## config.mk

```make
export PLATFORM = sky130hd
export DESIGN_NAME = cond_flags_unit_flat
export DESIGN_NICKNAME = d
export VERILOG_FILES = /design/src/rtl/cond_flags_unit_if.sv /design/src/rtl/cond_flags_unit.sv /design/src/flat_wrapper.sv
export SDC_FILE = /design/constraint.sdc
export NUM_CORES = 1
export LEC_CHECK = 0
export CAP_MARGIN = 20
export CORE_MARGIN = 1.5
export CORE_UTILIZATION = 30
export CTS_CLUSTER_SIZE = 12
export DETAILED_ROUTE_END_ITERATION = 8
export PLACE_DENSITY = 0.72
export SYNTH_ARGS = -nofsm -noshare
export SYNTH_HDL_FRONTEND = slang
export SYNTH_SLANG_ARGS = --single-unit
export TNS_END_PERCENT = 5
```

## constraint.sdc

```tcl
create_clock -name CLK -period 1.8 [get_ports CLK]
set_input_delay 0.36 -clock CLK [delete_from_list [all_inputs] [get_ports CLK]]
set_output_delay 0.36 -clock CLK [all_outputs]
set_load 0.02 [all_outputs]
```

## src/rtl/cond_flags_unit_if.sv

```systemverilog
// Execute-stage condition unit bus: pipeline control and ALU flags in,
// gated side-effect enables and registered flags out.
interface cond_flags_unit_if;
    logic       ValidE;
    logic       StallE;
    logic [3:0] CondE;
    logic [1:0] FlagWriteE;
    logic [3:0] ALUFlags;
    logic       RegWriteE;
    logic       MemWriteE;
    logic       PCSrcE;
    logic       CondExE;
    logic       RegWriteGE;
    logic       MemWriteGE;
    logic       PCSrcGE;
    logic       CE;
    logic [3:0] FlagsE;

    modport master (
        output ValidE, StallE, CondE, FlagWriteE, ALUFlags, RegWriteE, MemWriteE, PCSrcE,
        input  CondExE, RegWriteGE, MemWriteGE, PCSrcGE, CE, FlagsE
    );

    modport slave (
        input  ValidE, StallE, CondE, FlagWriteE, ALUFlags, RegWriteE, MemWriteE, PCSrcE,
        output CondExE, RegWriteGE, MemWriteGE, PCSrcGE, CE, FlagsE
    );
endinterface

```

## src/rtl/cond_flags_unit.sv

```systemverilog
// NZCV flags register, ARM condition-field evaluation and side-effect gating
// for the instruction currently in Execute.
module cond_flags_unit #(
    parameter logic [3:0] FLAG_RESET = 4'b0000
) (
    input logic               CLK,
    input logic               RESET,
    cond_flags_unit_if.slave  bus
);

    logic [3:0] r_flags;
    logic [3:0] w_flags_d;
    logic       w_cond_pass;
    logic       w_cond_ex;
    logic       w_n, w_z, w_c, w_v;

    assign {w_n, w_z, w_c, w_v} = r_flags;

    // Decode uses the registered flags only; ALUFlags never reaches CondExE.
    always_comb begin
        w_cond_pass = 1'b0;
        unique case (bus.CondE)
            4'b0000: w_cond_pass = w_z;
            4'b0001: w_cond_pass = !w_z;
            4'b0010: w_cond_pass = w_c;
            4'b0011: w_cond_pass = !w_c;
            4'b0100: w_cond_pass = w_n;
            4'b0101: w_cond_pass = !w_n;
            4'b0110: w_cond_pass = w_v;
            4'b0111: w_cond_pass = !w_v;
            4'b1000: w_cond_pass = w_c && !w_z;
            4'b1001: w_cond_pass = !w_c || w_z;
            4'b1010: w_cond_pass = (w_n == w_v);
            4'b1011: w_cond_pass = (w_n != w_v);
            4'b1100: w_cond_pass = !w_z && (w_n == w_v);
            4'b1101: w_cond_pass = w_z || (w_n != w_v);
            4'b1110: w_cond_pass = 1'b1;
            4'b1111: w_cond_pass = 1'b0;
            default: w_cond_pass = 1'b0;
        endcase
    end

    assign w_cond_ex = bus.ValidE & w_cond_pass;

    always_comb begin
        w_flags_d = r_flags;
        if (!bus.StallE) begin
            if (w_cond_ex && bus.FlagWriteE[1]) w_flags_d[3:2] = bus.ALUFlags[3:2];
            if (w_cond_ex && bus.FlagWriteE[0]) w_flags_d[1:0] = bus.ALUFlags[1:0];
        end
    end

    always_ff @(posedge CLK) begin
        if (RESET) r_flags <= FLAG_RESET;
        else       r_flags <= w_flags_d;
    end

    assign bus.CondExE    = w_cond_ex;
    assign bus.RegWriteGE = bus.RegWriteE & w_cond_ex;
    assign bus.MemWriteGE = bus.MemWriteE & w_cond_ex;
    assign bus.PCSrcGE    = bus.PCSrcE & w_cond_ex;
    assign bus.CE         = r_flags[1];
    assign bus.FlagsE     = r_flags;

endmodule

```

## src/flat_wrapper.sv

```systemverilog
// flat-port wrapper written by rule: the top's interface ports become plain ports
module cond_flags_unit_flat 
#(
    parameter logic [3:0] FLAG_RESET = 4'b0000
)
  (CLK, RESET, bus_ValidE, bus_StallE, bus_CondE, bus_FlagWriteE, bus_ALUFlags, bus_RegWriteE, bus_MemWriteE, bus_PCSrcE, bus_CondExE, bus_RegWriteGE, bus_MemWriteGE, bus_PCSrcGE, bus_CE, bus_FlagsE);
  cond_flags_unit_if bus_i ();
  input logic CLK;
  input logic RESET;
  input wire logic [$bits(bus_i.ValidE)-1:0] bus_ValidE;
  input wire logic [$bits(bus_i.StallE)-1:0] bus_StallE;
  input wire logic [$bits(bus_i.CondE)-1:0] bus_CondE;
  input wire logic [$bits(bus_i.FlagWriteE)-1:0] bus_FlagWriteE;
  input wire logic [$bits(bus_i.ALUFlags)-1:0] bus_ALUFlags;
  input wire logic [$bits(bus_i.RegWriteE)-1:0] bus_RegWriteE;
  input wire logic [$bits(bus_i.MemWriteE)-1:0] bus_MemWriteE;
  input wire logic [$bits(bus_i.PCSrcE)-1:0] bus_PCSrcE;
  output wire logic [$bits(bus_i.CondExE)-1:0] bus_CondExE;
  output wire logic [$bits(bus_i.RegWriteGE)-1:0] bus_RegWriteGE;
  output wire logic [$bits(bus_i.MemWriteGE)-1:0] bus_MemWriteGE;
  output wire logic [$bits(bus_i.PCSrcGE)-1:0] bus_PCSrcGE;
  output wire logic [$bits(bus_i.CE)-1:0] bus_CE;
  output wire logic [$bits(bus_i.FlagsE)-1:0] bus_FlagsE;
  assign bus_i.ValidE = bus_ValidE;
  assign bus_i.StallE = bus_StallE;
  assign bus_i.CondE = bus_CondE;
  assign bus_i.FlagWriteE = bus_FlagWriteE;
  assign bus_i.ALUFlags = bus_ALUFlags;
  assign bus_i.RegWriteE = bus_RegWriteE;
  assign bus_i.MemWriteE = bus_MemWriteE;
  assign bus_i.PCSrcE = bus_PCSrcE;
  assign bus_CondExE = bus_i.CondExE;
  assign bus_RegWriteGE = bus_i.RegWriteGE;
  assign bus_MemWriteGE = bus_i.MemWriteGE;
  assign bus_PCSrcGE = bus_i.PCSrcGE;
  assign bus_CE = bus_i.CE;
  assign bus_FlagsE = bus_i.FlagsE;
  cond_flags_unit #(.FLAG_RESET(FLAG_RESET)) u_core (.CLK(CLK), .RESET(RESET), .bus(bus_i));
endmodule
```

* Word level (Yosys, flattened, before mapping) *
Cells that the tools add are included.

word-level totals
  word-level logic and storage cells = 38
  input bits = 17
  output and inout port bits = 9
  register bits after elaboration = 4

operators by class
  equality and inequality tests = 17
  reduce and logical (&&, ||, !) cells = 13
  bitwise gates (word level) = 5
  multiplexer cells = 1

operators with widths
  cell                                                                    number
  4-bit equality test (second input constant)                             8
  4-bit by 3-bit equality test with 1-bit output (second input constant)  4
  1-bit one-hot mux with 16 select lines                                  1
  4-bit by 2-bit equality test with 1-bit output (second input constant)  2
  1-bit bitwise AND                                                       4
  4-bit by 1-bit equality test with 1-bit output (second input constant)  1
  1-bit logical AND                                                       4
  1-bit logical NOT                                                       4
  4-bit logical NOT                                                       1
  2-bit AND reduction                                                     2
  1-bit logical OR                                                        2
  1-bit equality test                                                     1
  1-bit != test                                                           1
  1-bit inverter                                                          1

* Longest topological paths before layout *
Gate-level depths: netlist of run 1.

  depth after elaboration = 6
  depth in mapped cells = 7
  gate-level depth less buffers = 6

* Worst setup path before layout of run 1 *
OpenSTA, ideal clock, no wires.

  kind = register to output
  start point = register u_core.r_flags[1], in the netlist u_core.bus.FlagsE[1]
  end point = output bus_MemWriteGE
  path slack = -0.201 ns
  buffers on the path = 0
  arrival = 1.641 ns
  cell stages (with the launch flop) = 7
  cells stage by stage = dfxtp_1 nor4b_4 o21ai_1 o31a_1 a31oi_1 and2b_2 and2_1

on the way
  longest elaborated chain between the ends = 5

RTL lines
  element                                     line                                          text
  start: declaration                          cond_flags_unit.sv:11                         logic [3:0] r_flags;
  start signal: assignment                    cond_flags_unit.sv:55                         else r_flags <= w_flags_d;
  1-bit logical NOT                           cond_flags_unit.sv:26, cond_flags_unit.sv:32
  1-bit logical OR                            cond_flags_unit.sv:32                         4'b1001: w_cond_pass = !w_c || w_z;
  1-bit one-hot mux with 16 select lines (*)  cond_flags_unit.sv:22                         unique case (bus.CondE)
  1-bit bitwise AND (*)                       cond_flags_unit.sv:43                         assign w_cond_ex = bus.ValidE & w_cond_pass;
  named net bus_CondExE                       flat_wrapper.sv:18                            output wire logic [$bits(bus_i.CondExE)-1:0] bus_CondExE;
  1-bit bitwise AND (*)                       cond_flags_unit.sv:60                         assign bus.MemWriteGE = bus.MemWriteE & w_cond_ex;
  end: declaration                            flat_wrapper.sv:20                            output wire logic [$bits(bus_i.MemWriteGE)-1:0] bus_MemWriteGE;

The timed path passes the listed nets; every way through them passes the cells marked *.

* Worst setup path in the final report of run 1 *
  start point = input bus_CondE[1]
  end point = output bus_PCSrcGE

on the way
  longest elaborated chain between the ends = 4

RTL lines
  element                                            line                   text
  start: declaration                                 flat_wrapper.sv:12     input wire logic [$bits(bus_i.CondE)-1:0] bus_CondE;
  4-bit equality test, or another cell as far along  cond_flags_unit.sv:22
  1-bit one-hot mux with 16 select lines (*)         cond_flags_unit.sv:22
  1-bit bitwise AND (*)                              cond_flags_unit.sv:43
  1-bit bitwise AND (*)                              cond_flags_unit.sv:61  assign bus.PCSrcGE = bus.PCSrcE & w_cond_ex;
  end: declaration                                   flat_wrapper.sv:21     output wire logic [$bits(bus_i.PCSrcGE)-1:0] bus_PCSrcGE;

Mark *: on every way between the ends. The rest lies on a longest branch, timed or not.

==> out/results.env, run 1 <==
HTREEDEPTH=1
HIGHEST_METAL_LAYER_WITH_SIGNAL_WIRES='met3'
POST_SYNTH_AND_OR_NAND_NOR_AREA_FRACTION_PCT=38.1
FIN_SETUP_TNS_NS=-1.24
FIRST_GLOBAL_VIAS=413
CRITICAL_PATH.TOP_DELAY_FAMILY='simple AND/OR/NAND/NOR gates'
P_SWITCHING_mW=0.0877
CLOCK_TREE_FROM_TRITONCTS='yes'
POWER_mW=0.343
CLOCK_POWER_SHARE_PCT=32.2
SYNTH-COMPOUND-AREA-SHARE_PCT=15.6
HOLD_VIOL=0
CLOCK_TREE.ROOT_CELL='clkbuf_4'
MIN_PATH_TYPE='register to register'
CLK_LATENCY_NS=0.23
SETUP_VIOL=4
WIRE_LENGTH_OF_THE_FIRST_GLOBAL_ROUTING_PASS_UM=1620
NUMNETS_FINAL=101
CRIT_PATH_TOP_DELAY_CELL='nor4b_4'
DIEWIDTH_UM=39.2
REG2REGPATHDEPTH=8
SW_FRAC_OF_TOTAL_PCT=25.6
CTS_MAX_PATH_BUFFERS=2
WL_MET2_UM=559
ROWS=12
SYN-CELL-AREA_UM2=394
WORST_IR_DROP_VDD_V=0.000278
CTS_HOLD_BUF=0
DRT-WIRELENGTH-PER-CELL_UM=11.0
SYNTH.YOSYS.WARNINGS=0
GRT_OVERFLOW=0
POST_SYNTH_XOR_AREA_FRACTION_PCT=6.67
COMBPWRFRAC_PCT=40.4
DOMINANTREGCELLSYNTH='dfxtp_1'
CLK_PIN_SLEW_NS=0.04
SYNTH_ADDER_AREA_SHARE_PCT=0
WORSTPATHCELLLIST='buf_8 -> buf_6 -> nor4b_4 -> o21ai_1 -> o31a_1 -> a31oi_1 -> and2b_2 -> and2_4 -> buf_6'
ANTENNA_FOUND_INITIAL=0
SYNTH.CELLS.MOST_FREQUENT='9 x nand2b_1, 5 x mux2i_1, 4 x dfxtp_1, 3 x a21oi_1, 3 x and2_1'
NETLIST.AREA_LEADER.SHARE_PCT=20.3
SYNTHESIS.NETS=61
IO_BUFFERS=25
RSZ0062_AT_GRT='true'
FLOORPLAN.CORE_AREA_UM2=1170
OUTCOME='finished, violations left'
WORSTSETUPENDPOINTTYPE='primary output'
PATH_BUF_INV=3
FINALCRITPERIODSHARE_PCT=119
FIRST_PASS_ITERS=3
TOTAL_CLOCK_SINKS=4
FLOORPLAN.INITIALDENSITY_PCT=33.7
SETUP_SLACK_NS=-0.350
VIOLATIONS_IN_THE_FINAL_REPORTS='negative setup slack'
FINALWEIGHTEDCONGESTION=0.603
POWER_LEAKAGE_nW=0.330
MIN_DELAY_WORST_ENDPOINT='u_core.bus.FlagsE[1]$_SDFFE_PP0P_'
LARGEST_REGISTER_FF_COUNT=4
INITIALDRTVIOLATIONCOUNT=5
FINAL_CRITICAL_PATH_TIME_INCLUDING_I_O_DELAYS_AND_SETUP_NS=2.15
POSTSYNTHAREAPERCELL_UM2=8.96
SYNTH_TOP_FAMILY_BY_AREA='simple AND/OR/NAND/NOR gates'
START_KIND='input port'
POWERDENSITY_nW_PER_UM2=438
ROUTE.FINAL.WIRE_LENGTH_UM=1050
WORSTPATHMAXFANOUT=4
ROUTEDLENGTHMET1_UM=449
CRITICAL_PATH_ARRIVAL_NS=1.79
POWER_FRAC_SEQ_PCT=27.4
YOSYSMOSTFREQUENTCELL='nand2b_1'
GRT.TOTAL_USAGE_PCT=15.5
DRTANTENNAVIOLNETS=0
WORST_PIN_SLEW_NS=0.219
HOLD_DEPTH=2
CRITICAL-PATH-TOP-CELL-BY-COUNT='buf_6'
PLACE_HPWL_UM=757
MULTIPLEXER_FRACTION_OF_THE_SYNTHESIZED_CELL_AREA_PCT=12.7
POST_SYNTH_INST_COUNT=44
DETAILED_PLACE.AREA_UM2=721
SETUP_SLACK_REG_TO_REG_NS=0.10
YOSYS-TOP-CELLS-AREA='dfxtp_1 20%, nand2b_1 14%, mux2i_1 13%'
SETUP_CP_TYPE='input port to primary output'
ROUTE.VIAS.TOTAL=458
PROPORTION_OF_LAYOUT_CELLS_WITH_A_DRIVE_SUFFIX_ABOVE_1_PCT=40.2
REQUIRED_NS=1.44
FMAX_GHz=0.465
SKEW_NS=0.00187
DIE_AREA_UM2=1540
CRITICAL_PATH.REG2REG.ENDPOINT='u_core.bus.FlagsE[1]$_SDFFE_PP0P_'
HOLD_PATH.STARTPOINT='u_core.bus.FlagsE[1]$_SDFFE_PP0P_'
DIE-HEIGHT_UM=39.2
ASYNC_FLOP_SHARE_PCT=0
P_INT_mW=0.255
NETLIST.TOP_CELL.BY_AREA='dfxtp_1'
NUMPLACEDINSTANCES=90
AREA_GROWTH_SYN_TO_LAYOUT_PCT=98.7
SYNTH_ENABLE_FLOP_CELLS=0
YS_FF_LATCH=4
TIMING.MAX_CAP.VIOLATIONS=0
DESIGN.PORTCOUNT=26
TIMING.RR.START='u_core.bus.FlagsE[2]$_SDFFE_PP0P_'
N_ANTENNA_CELL=0
SYNTH.YOSYS.SEQ_AREA_SHARE_PCT=20.3
DETAIL_ROUTE.DRC_VIOLATIONS=0
MET3_WIRELENGTH_UM=46
MAX_SLEW_MARGIN_PCT=85.3
CRITICAL-PATH-MAX-STAGE-DELAY_NS=0.28
LAYOUTNONFILLERINSTCOUNT=96
MAXSLEWVIOLCOUNT=0
FIN_AREA_UM2=783
CTS_MADE_BUFFERS=3
GRT_START_MAX_NET_PINS=9
ROUTED_VIA_DENSITY=4.77
NUMBER_OF_UNIQUE_STANDARD_CELL_TYPES_USED_BY_SYNTHESIS=22
routing by layer:
| metal | GRT usage, % | vias up |
|---|---|---|
| li1 | - | 232 |
| met1 | 17.2 | 214 |
| met2 | 28.3 | 12 |
| met3 | 1.73 | 0 |
| met4 | 7.76 | 0 |
| met5 | 0 | - |
worst max-delay path by stage:
stage | cells after the start | slack [ns] | startpoint | end
2_1_floorplan | 7 | -0.07 | bus_CondE[1] | bus_MemWriteGE
3_3_place_gp | 9 | -1.13 | bus_CondE[1] | bus_PCSrcGE
3_5_place_dp | 9 | -1.11 | bus_CondE[1] | bus_PCSrcGE
4_1_cts | 9 | -0.36 | bus_CondE[1] | bus_PCSrcGE
5_1_grt | 9 | -0.43 | bus_CondE[1] | bus_PCSrcGE
6_report | 9 | -0.35 | bus_CondE[1] | bus_PCSrcGE
layout by cell type, fill, tap and decap left out, drive strengths merged, types with 2 or more instances in the layout:
master	n
inv	2
dfxtp	4
clkbuf	3
xor2	2
and4bb	2
clkdlybuf4s50	17
and2	4
buf	18
nand2b	9
mux2i	5
a21oi	3
worst reg2reg max path: cells and delay by family (launching register included):
family	cells	cell delay, ns
DFF	1	0.34
and+or+nand+nor	3	0.63
buffers and inverters	2	0.25
AOI/OAI and AO/OA	2	0.22
muxes	1	0.19
logic make-up after synthesis:
family                    Yosys count
and+or+nand+nor                    19
AOI/OAI and AO/OA                   9
DFF                                 4
buffers and inverters               4
muxes                               5
xor gates and xnor gates            3
repair_timing:
action,CTS,global route
resized for setup,40,2
buffers inserted,3,0
pin swaps,5,6
setup endpoints to repair,8,7
area by class of cell:
class	instances	area, µm²
tap	14	17.5
clock buffer	3	22.5
sequential	4	82.6
timing repair buffer	37	347
inverter	2	7.51
multi-input combinational	36	307
fill	97	388
power groups by stage:
stage | clock network, mW | registers, mW | logic (mW)
6_report | 0.110 | 0.0940 | 0.139
5_1_grt | 0.119 | 0.0942 | 0.148
4_1_cts | 0.119 | 0.0940 | 0.135
3_3_place_gp | 0 | 0.0953 | 0.124
3_5_place_dp | 0 | 0.0954 | 0.125
2_1_floorplan | 0 | 0.0980 | 0.0526
metrics by stage:
stage	utilization (%)	setup slack [ns]	hold slack (ns)
floorplan	-	-0.0693	0.507
global route	66.9	-0.431	0.526
detailed placement	61.5	-1.11	0.499
CTS	66.6	-0.364	0.510
finish	66.9	-0.350	0.504
global placement	61.5	-1.13	0.487
No activity file was read; power rests on OpenSTA's default activity.
==> inputs of run 2 (changes only) <==
CORE_AREA = 2 2 39 41   (was unset)
CORE_MARGIN = unset   (was 1.5)
CORE_UTILIZATION = unset   (was 30)
DIE_AREA = 0 0 41 43   (was unset)
PLACE_DENSITY = 0.68   (was 0.72)
clock period = 2.7 ns   (was 1.8 ns; I/O delays follow)
==> run 2 against run 1 <==
Against the previous run: the run now ends clean; largest power group is now clock; sequential share of layout area rose by 1.2 points; design area fell by 13%; sequential cell count did not move; largest cell class is now multi-input gates; hold slack improved by 0.017 ns; wire length fell by 11%; global-route usage fell by 3.0 points.
==> out/results.env, run 2 (same netlist as run 1, synthesis figures left out) <==
GROUTE.LAYER.MET2.USAGE_PCT=19.7  # -8.6 points
ROUTE.VIAS.TOTAL=411  # -10%
AREA_GROWTH_SYN_TO_LAYOUT_PCT=72.7
LAYOUT_COMMON_CELLS='17 x clkdlybuf4s50_1, 9 x nand2b_1, 5 x mux2i_1'
POWER_LEAKAGE_nW=0.284  # -14%
TOTAL_CLOCK_SINKS=4  # unchanged
MAXSLEWVIOLCOUNT=0  # unchanged
IO_BUFFERS=25  # unchanged
FINALCRITPERIODSHARE_PCT=96.8
CLOCK_TREE_FROM_TRITONCTS='yes'
REQUIRED_NS=2.16  # +0.72 ns
CTS_MAX_PATH_BUFFERS=2  # unchanged
ROWS=14  # +2
FIRST_PASS_ITERS=2  # -1
TIMING.HOLD.WS_NS=0.520  # +0.0166 ns
START_KIND='input port'
FLOORPLAN.CORE_AREA_UM2=1380  # +18%
RSZ0062_AT_GRT='false'
GRT_START_MAX_NET_PINS=9  # unchanged
PLACE_HPWL_UM=819  # +8.2%
WORSTSETUPENDPOINTTYPE='primary output'
FMAX_GHz=0.382
CLK_LATENCY_NS=0.23  # about the same
SETUP_VIOL=0  # -4
PROPORTION_OF_LAYOUT_CELLS_WITH_A_DRIVE_SUFFIX_ABOVE_1_PCT=21.6  # -19 points
DIEWIDTH_UM=41  # +4.5%
FINAL_CRITICAL_PATH_TIME_INCLUDING_I_O_DELAYS_AND_SETUP_NS=2.61
TIMING.MAX_CAP.VIOLATIONS=0  # unchanged
SETUP_CP_TYPE='input port to primary output'
LARGEST_REGISTER_FF_COUNT=4  # unchanged
MIN_PATH_TYPE='register to register'
CRIT_PATH_TOP_DELAY_CELL='dlygate4sd2_1'
CLK_PIN_SLEW_NS=0.04  # about the same
HTREEDEPTH=1  # unchanged
ROUTED_VIA_DENSITY=4.57  # -4.3%
DRT-WIRELENGTH-PER-CELL_UM=10.5  # -4.7%
DETAILEDPLACE.WORSTSLACK_NS=-0.671  # +0.441 ns
INITIALDRTVIOLATIONCOUNT=2  # -3
NUMNETS_FINAL=93  # -7.9%
DETAILED_PLACE.AREA_UM2=676  # -6.2%
GLOBAL_ROUTE.USAGE.MET1_PCT=13.8  # -3.4 points
FINALWEIGHTEDCONGESTION=0.722  # +20%
DETAIL_ROUTE.DRC_VIOLATIONS=0  # unchanged
ROUTE.FINAL.WIRE_LENGTH_UM=942  # -11%
SETUP_SLACK_NS=0.0853  # +0.436 ns
GRT.TOTAL_USAGE_PCT=12.4  # -3.0 points
PATH_BUF_INV=2  # -1
CRITICAL-PATH-MAX-STAGE-DELAY_NS=0.30  # +0.02 ns
ANTENNA_FOUND_INITIAL=0  # unchanged
SKEW_NS=0.00357  # +0.00170 ns
MAX_SLEW_MARGIN_PCT=85.4  # +0.087 points
FLOORPLAN.INITIALDENSITY_PCT=28.5  # -5.2 points
N_ANTENNA_CELL=0  # unchanged
GRT_OVERFLOW=0  # unchanged
HOLD_VIOL=0  # unchanged
WIRE_LENGTH_OF_THE_FIRST_GLOBAL_ROUTING_PASS_UM=1500  # -7.6%
WORSTPATHMAXFANOUT=5  # +1
DIE_AREA_UM2=1760  # +14%
FINAL_UTIL_PCT=49.2  # -18 points
POWERDENSITY_nW_PER_UM2=305  # -30%
GR-MAX-USAGE-LAYER='met2'
GRT.MET3_USAGE_PCT=1.57  # -0.16 points
WORST_IR_DROP_VDD_V=0.000191  # -31%
LAYOUT_COMMONEST_CELL='clkdlybuf4s50_1'
WORSTPATHCELLLIST='dlygate4sd2_1 -> nor4b_4 -> o21ai_1 -> o31a_1 -> a31oi_1 -> and2b_2 -> and2_1 -> buf_2'
FIN_AREA_UM2=681  # -13%
CLOCK_TREE.ROOT_CELL='clkbuf_4'
POSTCTSSETUPBUFFERS=0  # -3
OUTCOME='complete, no violations'
CRITICAL_PATH_ARRIVAL_NS=2.07  # +0.28 ns
CRITICAL_PATH.TOP_DELAY_FAMILY='simple AND/OR/NAND/NOR gates'
CTS_MADE_BUFFERS=3  # unchanged
DIE-HEIGHT_UM=43  # +9.6%
DRTANTENNAVIOLNETS=0  # unchanged
WORST_PIN_SLEW_NS=0.218  # -0.00106 ns
DESIGN.PORTCOUNT=26  # unchanged
FIRST_GLOBAL_VIAS=387  # -6.3%
## run 2: changes by cell type in the layout (fill, tap and decap cells not counted), sizes merged
cell and delta:
clkbuf +1, buf -11, dlymetal6s2s +1, dlygate4sd2 +1
## run 2: worst min-delay path, cell delays in order, from the launching register on
cell      delay [ns]
dfxtp_1         0.34
nand2b_1        0.08
mux2i_1         0.06
## run 2: repair_timing
action,CTS,global route
hold buffers,0,0
setup endpoints to repair,4,4
gates resized for setup,19,2
## run 2: layer usage
metal	vias to the layer above	wire length, µm
met1	184	384
met5	-	0
met2	13	496
met3	0	61
li1	214	-
met4	0	0
## run 2: metrics by stage
step / std cells / TNS (ns) / power (mW)
floorplan: 44 / 0 / 0.0981
global placement: 87 / -2.09 / 0.139
detailed placement: 87 / -2.50 / 0.140
CTS: 90 / 0 / 0.215
global route: 90 / 0 / 0.220
finish: 90 / 0 / 0.208
## run 2: cell type report
cell class / count / area [µm²]
Multi-Input combinational cell: 36 / 290
Sequential cell: 4 / 80.1
Timing Repair Buffer: 29 / 260
Inverter: 2 / 7.51
Fill cell: 140 / 703
Clock buffer: 3 / 22.5
Tap cell: 16 / 20.0
## run 2: worst paths after layout
path / to / depth (start not counted) / startpoint / slack [ns]
min reg2reg: u_core.bus.FlagsE[0]$_SDFFE_PP0P_ / 2 / u_core.bus.FlagsE[0]$_SDFFE_PP0P_ / 0.52
min: u_core.bus.FlagsE[0]$_SDFFE_PP0P_ / 2 / u_core.bus.FlagsE[0]$_SDFFE_PP0P_ / 0.52
max: bus_PCSrcGE / 8 / bus_CondE[2] / 0.09
max reg2reg: u_core.bus.FlagsE[0]$_SDFFE_PP0P_ / 6 / u_core.bus.FlagsE[2]$_SDFFE_PP0P_ / 1.10
## run 2: power by group
part           internal (mW)  leakage (nW)  switching (mW)
logic                 0.0433         0.238          0.0277
clock network         0.0497        0.0138          0.0244
registers             0.0608        0.0323         0.00194
total                  0.154         0.284          0.0540
==> inputs of run 3 (changes only) <==
ABC_AREA = 0   (was unset)
==> results of run 3 <==
The final DEF is identical to that of run 2; final timing and power are the same.
